$ cat config.mk
export PLATFORM = sky130hd
export DESIGN_NAME = mult_sequencer
export DESIGN_NICKNAME = d
export VERILOG_FILES = /design/src/rtl/mult_sequencer.sv
export SDC_FILE = /design/constraint.sdc
export NUM_CORES = 1
export LEC_CHECK = 0
export ABC_CLOCK_PERIOD_IN_PS = 1900
export CAP_MARGIN = 20
export CORE_AREA = 2 2 39 41
export CTS_BUF_LIST = sky130_fd_sc_hd__clkbuf_4 sky130_fd_sc_hd__clkbuf_8
export CTS_CLUSTER_SIZE = 28
export DETAILED_ROUTE_END_ITERATION = 12
export DIE_AREA = 0 0 41 43
export GPL_TIMING_DRIVEN = 1
export PLACE_DENSITY = 0.75
export SYNTH_ARGS = -nofsm -noshare
export SYNTH_HDL_FRONTEND = slang
export SYNTH_SLANG_ARGS = --single-unit
export TNS_END_PERCENT = 5
$ cat constraint.sdc
create_clock -name Clk -period 1.9 [get_ports Clk]
set_input_delay 0.19 -clock Clk [delete_from_list [all_inputs] [get_ports Clk]]
set_output_delay 0.19 -clock Clk [all_outputs]
set_load 0.05 [all_outputs]
$ cat src/rtl/mult_sequencer.sv
// rtl/mult_sequencer.sv - shift-add multiply sequencer driving Load/Ad/Sh/Neg of the product datapath
module mult_sequencer #(
   parameter int N = 32
) (
   input  logic Clk,
   input  logic Rst,
   input  logic Req,
   input  logic Signed,
   input  logic A_sign,
   input  logic B_sign,
   input  logic M,
   input  logic Rd_HiLo,
   input  logic Abort,
   output logic Busy,
   output logic Ack,
   output logic Load,
   output logic Ad,
   output logic Sh,
   output logic Neg,
   output logic HiLo_We,
   output logic Done,
   output logic Stall
);
   localparam int CW = $clog2(N);
   localparam logic [CW-1:0] CNT_LAST = CW'(N - 1);

   localparam logic [2:0] S_IDLE  = 3'd0;
   localparam logic [2:0] S_LOAD  = 3'd1;
   localparam logic [2:0] S_BIT   = 3'd2;
   localparam logic [2:0] S_SHIFT = 3'd3;
   localparam logic [2:0] S_FIX   = 3'd4;
   localparam logic [2:0] S_DONE  = 3'd5;

   logic [2:0]    state_q, state_d;
   logic [CW-1:0] cnt_q, cnt_d;
   logic          neg_q, neg_d;
   logic          shift_go;

   assign Busy  = (state_q != S_IDLE);
   assign Stall = Busy & (Rd_HiLo | Req);

   always_comb begin
      state_d  = state_q;
      cnt_d    = cnt_q;
      neg_d    = neg_q;
      shift_go = 1'b0;
      Ack      = 1'b0;
      Load     = 1'b0;
      Ad       = 1'b0;
      Sh       = 1'b0;
      Neg      = 1'b0;
      HiLo_We  = 1'b0;
      Done     = 1'b0;

      case (state_q)
         S_IDLE: begin
            if (Req) begin
               state_d = S_LOAD;
               neg_d   = Signed & (A_sign ^ B_sign);
               cnt_d   = '0;
            end
         end
         S_LOAD: begin
            Load    = 1'b1;
            Ack     = 1'b1;
            state_d = S_BIT;
         end
         S_BIT: begin
            if (M) begin
               Ad      = 1'b1;
               state_d = S_SHIFT;
            end else begin
               shift_go = 1'b1;
            end
         end
         S_SHIFT: shift_go = 1'b1;
         S_FIX: begin
            Neg     = 1'b1;
            state_d = S_DONE;
         end
         S_DONE: begin
            HiLo_We = 1'b1;
            Done    = 1'b1;
            state_d = S_IDLE;
         end
         default: state_d = S_IDLE;
      endcase

      // The last shift of a run decides between the sign fix-up and completion.
      if (shift_go) begin
         Sh = 1'b1;
         if (cnt_q == CNT_LAST) begin
            cnt_d   = '0;
            state_d = neg_q ? S_FIX : S_DONE;
         end else begin
            cnt_d   = cnt_q + CW'(1);
            state_d = S_BIT;
         end
      end

      if (Abort && Busy) begin
         state_d = S_IDLE;
         cnt_d   = '0;
         Neg     = 1'b0;
         HiLo_We = 1'b0;
         Done    = 1'b0;
      end
   end

   always_ff @(posedge Clk) begin
      if (Rst) begin
         state_q <= S_IDLE;
         cnt_q   <= '0;
         neg_q   <= 1'b0;
      end else begin
         state_q <= state_d;
         cnt_q   <= cnt_d;
         neg_q   <= neg_d;
      end
   end
endmodule

---- Word-level counts from Yosys, hierarchy flattened ----
Index checks and enable logic that the tools add are counted.
storage, ports and cells
  register bits after elaboration ......... 9
  bits in latches ......................... 0
  RAM bits ................................ 0
  ROM bits ................................ 0
  input bits .............................. 9
  output and inout port bits .............. 9
  logic and storage cells ................. 46
  memories ................................ 0
operators by class
  add/subtract/negate cells ............... 1
  multiply operators ...................... 0
  div/mod/pow operators ................... 0
  magnitude comparators ................... 0
  equality and inequality tests ........... 9
  shift-type cells ........................ 0
  muxes and demuxes ....................... 20
  bitwise operators ....................... 4
  reduce and logical (&&, ||, !) cells .... 9
operators by type and width
  operator             number
  $mux 5               4
  $pmux 3 s5           1
  $mux 3               4
  $mux 1               10
  $eq 3x2->1 const B   2
  $eq 3x3->1 const B   2
  $ne 3x3->1 const B   2
  $add 5x1->5 const B  1
  $eq 5x5->1 const B   1
  $reduce_and 2->1     2
  $reduce_bool 2->1    2
  $eq 3x1->1 const B   1
  $logic_not 3->1      1
  $reduce_and 3->1     1
  $reduce_bool 3->1    1
  $and 1x1->1          2
  $ne 2x2->1 const B   1
  $pmux 1 s2           1
  $reduce_or 2->1      1
  $logic_and 1x1->1    1
  $or 1x1->1           1
  $xor 1x1->1          1

---- Depth between registers and ports, before layout ----
  depth after elaboration ................. 4
  depth in mapped cells ................... 6
  mapped depth without buffers ............ 6

---- Least setup slack after synthesis ----
OpenSTA, ideal clock, no wires.
  kind .................................... register to output
  start ................................... register state_q[2]
  end ..................................... output HiLo_We
  data arrival time ....................... 2642 ps
  required time ........................... 1710 ps
  path slack .............................. -932 ps
  stages on the path, launching flop included .. 4
  buffers on the path ..................... 1
  path through ............................ dfxtp_1 inv_1 nor4b_1 buf_4
between the ends
  longest elaborated chain between the ends .. 3
  elaborated cells between the ends (all ways) .. 5
  classes of those cells .................. eq/ne (1); mux (2); reduce/logical (2)
RTL lines
  what                                                    line  source
  from (decl)                                             34    logic [2:0] state_q, state_d;
  from (signal assigned)                                  116   state_q <= state_d;
  $eq 3x3->1 / $reduce_bool 3->1 (equally long branches)  n/a
  $mux 1 / $logic_and 1x1->1 (equally long branches)      n/a
  $mux 1 (*)                                              n/a
  to (decl)                                               20    output logic HiLo_We,
Mark *: on every way between the ends. The rest lies on a longest branch, timed or not.

---- Final worst setup path ----
  start ................................... register cnt_q[0]
  end ..................................... register cnt_q[3]
between the ends
  longest elaborated chain between the ends .. 3
  elaborated cells between the ends (all ways) .. 4
  classes of those cells .................. add/sub (1); eq/ne (1); mux (2)
RTL lines
  what                                              line    source
  from (decl)                                       35      logic [CW-1:0] cnt_q, cnt_d;
  from (signal assigned)                            117     cnt_q <= cnt_d;
  $add 5x1->5 / $eq 5x5->1 (equally long branches)  96, 92
  $mux 5 (*)                                        92      if (cnt_q == CNT_LAST) begin
  $mux 5 (*)                                        90      if (shift_go) begin
Marked as above.
A chain may end at the register's enable or synchronous reset.

==> results by stage <==
Run status:
- The flow ran to the end, and the final reports show no timing, DRC or antenna violations.

Global route:
- The number of antenna violations at the first check in global routing is 0.
- The maximum number of pins on one net before global-route repair is 12.
- The overall fraction of global-route tracks in use is 0.169.
- The number of global-route vias before repair is 494.
- The wire length of the first global-routing pass is ~2.1 mm.
- For this run the aggregate overflow at the end of global routing stands at 0.

Yosys:
- The most area-hungry cell type in the Yosys netlist is dfxtp_1.
- The gate count after technology mapping is 69.
- The yosys synthesis warning count is 0.
- The cell area that synthesis handed to floorplanning was slightly below 600 um2.
- The most used flip-flop cell after synthesis is dfxtp_1.
- The synthesized netlist contains 35 unique library cells.
- The post-synthesis area per instance is ~8.4 um2.
- In the post-synthesis netlist, the cell with the most instances is dfxtp_1.
- Of all flip-flops after synthesis, the portion carrying an async set or reset was 0.
- Synthesis inferred 9 register bits.
- After synthesis, the cell types taking the most area are dfxtp_1 31%, a21oi_1 5.2%, o211ai_1 5.2%.
- The number of nets handed over by synthesis was 80.
- By count the netlist is led by 9 x dfxtp_1, 6 x a21oi_1.
- The number of synthesized flops with an enable pin is 0.
- The share of synthesized area in the top cell type comes to 0.312.
- The post-synthesis sequential area ratio is 0.312.

Placed design:
- The placement-stage cell area is between 700 and 800 um2.
- The detailed placement HPWL is 943 um.
- Timing analysis after detailed placement gives a worst setup slack of 120 ps.
- During placement, the flow inserted port buffers numbering 17.
- The weighted congestion at the end of routability-driven global placement is 0.761.

Layout:
- The area overhead of the layout relative to synthesis is 38.3%.
- The filler cell count in the final layout is 126.
- For this run, the post-layout net count is between 90 and 100.
- The share of final-layout standard cells stronger than drive strength 1 is 0.214.
- The number of diodes added for antenna fixing is 0.
- Once layout is complete, the utilization of the core stands at 0.578.
- The finished cells cover 800 um2.

CTS:
- The clock insertion delay at the later pin of the skew report is 260 ps.
- The buffer type at the clock tree root is clkbuf_4.
- CTS built an H-tree with a depth of 1.
- The clock slew seen by the registers of the worst setup and hold paths is ~60 ps.
- TritonCTS built the clock tree.
- Post-CTS repair changed the size of 0 cells.
- The number of hold buffers added after CTS was 0.
- Once the clock tree was built, the setup fixing pass inserted 0 buffers.
- Counting along the longest clock path gives a buffer depth of 2.
- Buffers inserted during clock tree synthesis total 3.
- The number of sinks on the clock net is 9.

Timing:
- The maximum clock frequency is ~0.58 GHz.
- For the pin with the worst max-slew slack, the measured transition is 501 ps.
- The worst clock skew on the final layout is 8.45 ps.
- Setup repair after global routing left no endpoint under its margin.
- The least setup slack across all paths after layout is 175 ps.
- The worst pin sits at a relative slew slack of 0.663.
- The final max-slew violation count was 0.
- For the finished layout, the period the worst path requires is 1730 ps.
- The final-layout setup total negative slack is 0 ps.
- The final hold violation count is 0.
- The final critical-path share of the clock period is 0.908.
- Setup violations remaining at the end of the flow were counted as 0.

Die:
- The starting density of the core is 0.418.
- The die covers 1760 um2.
- In this run the vertical extent of the chip is 43 um.
- After floorplanning, the core was sized to cover 1380 um2.
- The width of the chip is 41 um.
- The number of placement rows is 14.
- During I/O placement, the number of pins put on the boundary was 18.

Route:
- Dividing the detail-routed wire length by the instance count gives 12.7 um.
- The detail route stage leaves a number of antenna-violating nets equal to 0.
- Wires add up to 1.27 mm.
- The number of search-and-repair iterations in the first detailed-routing pass is 4.
- The DRC violation total after the first TritonRoute iteration is 12.
- Across all layers, the routed design uses 557 vias.
- The post-detailed-route DRC marker count is 0.
- The detailed-route vias per instance is 5.57.

Setup path:
- The largest fanout on the critical path is 5.
- The worst register-to-register path begins at cnt_q[0]$_SDFFE_PP0P_.
- In this run the register-to-register setup slack is 170 ps.
- The startpoint type of the worst setup path is a flop.
- Data on the critical path is required at its endpoint by a little over 2000 ps.
- The worst register-to-register path ends at cnt_q[3]$_SDFFE_PP0P_.
- The first element of the critical path is cnt_q[0]$_SDFFE_PP0P_.
- The arrival time reported for the critical path endpoint is about 1900 ps.
- The type of element capturing the critical path is a flop.
- Following the worst setup path forward leads to its endpoint at cnt_q[3]$_SDFFE_PP0P_.
- The category of the most critical setup path is reg2reg.
- The worst register-to-register path has a depth of 5.

Power and ir drop:
- The overall power is 0.615 mW.
- The peak supply drop is 362 uV.
- The analysis attributes to cell leakage a power of 0.298 nW.
- In this run the power density over the cells is 769 nW/um2.

Worst hold path:
- The type of the tightest min-delay check is reg2reg.

Flow run:
- The number of max-capacitance violations reported is 0.
==> cells by family (layout without fill, tap and decap cells) <==
kind of cell    Yosys count  count (layout)  share of synthesized area
xor+xnor                  1               1                     0.0152
fa+ha+maj                 2               2                     0.0433
flops                     9               9                      0.312
buf+inv                  11              26                      0.102
simple gates             26              26                      0.273
compound gates           20              20                      0.255
==> routing by layer <==
metal | vias to the layer above | wire length [um] | share of wire | global-route usage
met4 | 0 | 6 | 0.0047 | 0.0400
met3 | 2 | 58 | 0.046 | 0.0628
met1 | 250 | 641 | 0.51 | 0.253
met2 | 15 | 562 | 0.44 | 0.225
met5 | - | 0 | 0 | 0
li1 | 290 | - | - | -
==> sequential cells by signal (all words and copies together) (netlist names) <==
register / flops
cnt_q: 5
state_q: 3
neg_q: 1
==> worst min-delay path by stage <==
| stage | startpoint | slack, ps | end | depth (start not counted) |
|---|---|---|---|---|
| global placement | neg_q$_SDFFE_PP0P_ | 450 | neg_q$_SDFFE_PP0P_ | 2 |
| floorplan | Rst | 250 | neg_q$_SDFFE_PP0P_ | 1 |
| CTS | neg_q$_SDFFE_PP0P_ | 470 | neg_q$_SDFFE_PP0P_ | 2 |
| global route | neg_q$_SDFFE_PP0P_ | 480 | neg_q$_SDFFE_PP0P_ | 2 |
| detailed placement | neg_q$_SDFFE_PP0P_ | 460 | neg_q$_SDFFE_PP0P_ | 2 |
| finish | neg_q$_SDFFE_PP0P_ | 460 | neg_q$_SDFFE_PP0P_ | 2 |
==> power by group <==
group / total [mW] / switching [mW] / internal (mW)
Combinational: 0.233 / 0.149 / 0.0841
Sequential: 0.219 / 0.0202 / 0.199
Clock: 0.162 / 0.0672 / 0.0952
==> critical path, cell delays in order (launching register included) <==
cell and delay [ps]:
dfxtp_1 330, ha_1 220, and3_1 190, ha_1 240
o41a_1 430, a311oi_1 230
==> cell type report <==
type	count	area (um2)	area share
timing repair buffer	19	213	0.266
sequential	9	180	0.225
clock buffer	4	30.0	0.0376
tap	16	20.0	0.0250
inverter	3	11.3	0.0141
multi-input combinational	49	345	0.432
==> through the flow <==
step                hold slack, ps  instances
floorplan                      252         69
global placement               453         96
detailed placement             459         96
CTS                            466        100
global route                   485        100
finish                         460        100
==> cell usage in the layout, fill, tap and decap left out, types with 2 or more instances in the layout <==
master           instances
buf_4                    7
or3_1                    2
nor2_1                   4
a21oi_1                  6
clkbuf_4                 4
nand3_1                  4
clkdlybuf4s50_1          8
buf_12                   4
dfxtp_1                  9
ha_1                     2
nor2b_1                  4
nand2b_1                 2
o211ai_1                 4
inv_1                    3
Note: power is estimated with default switching activity, not from simulation.
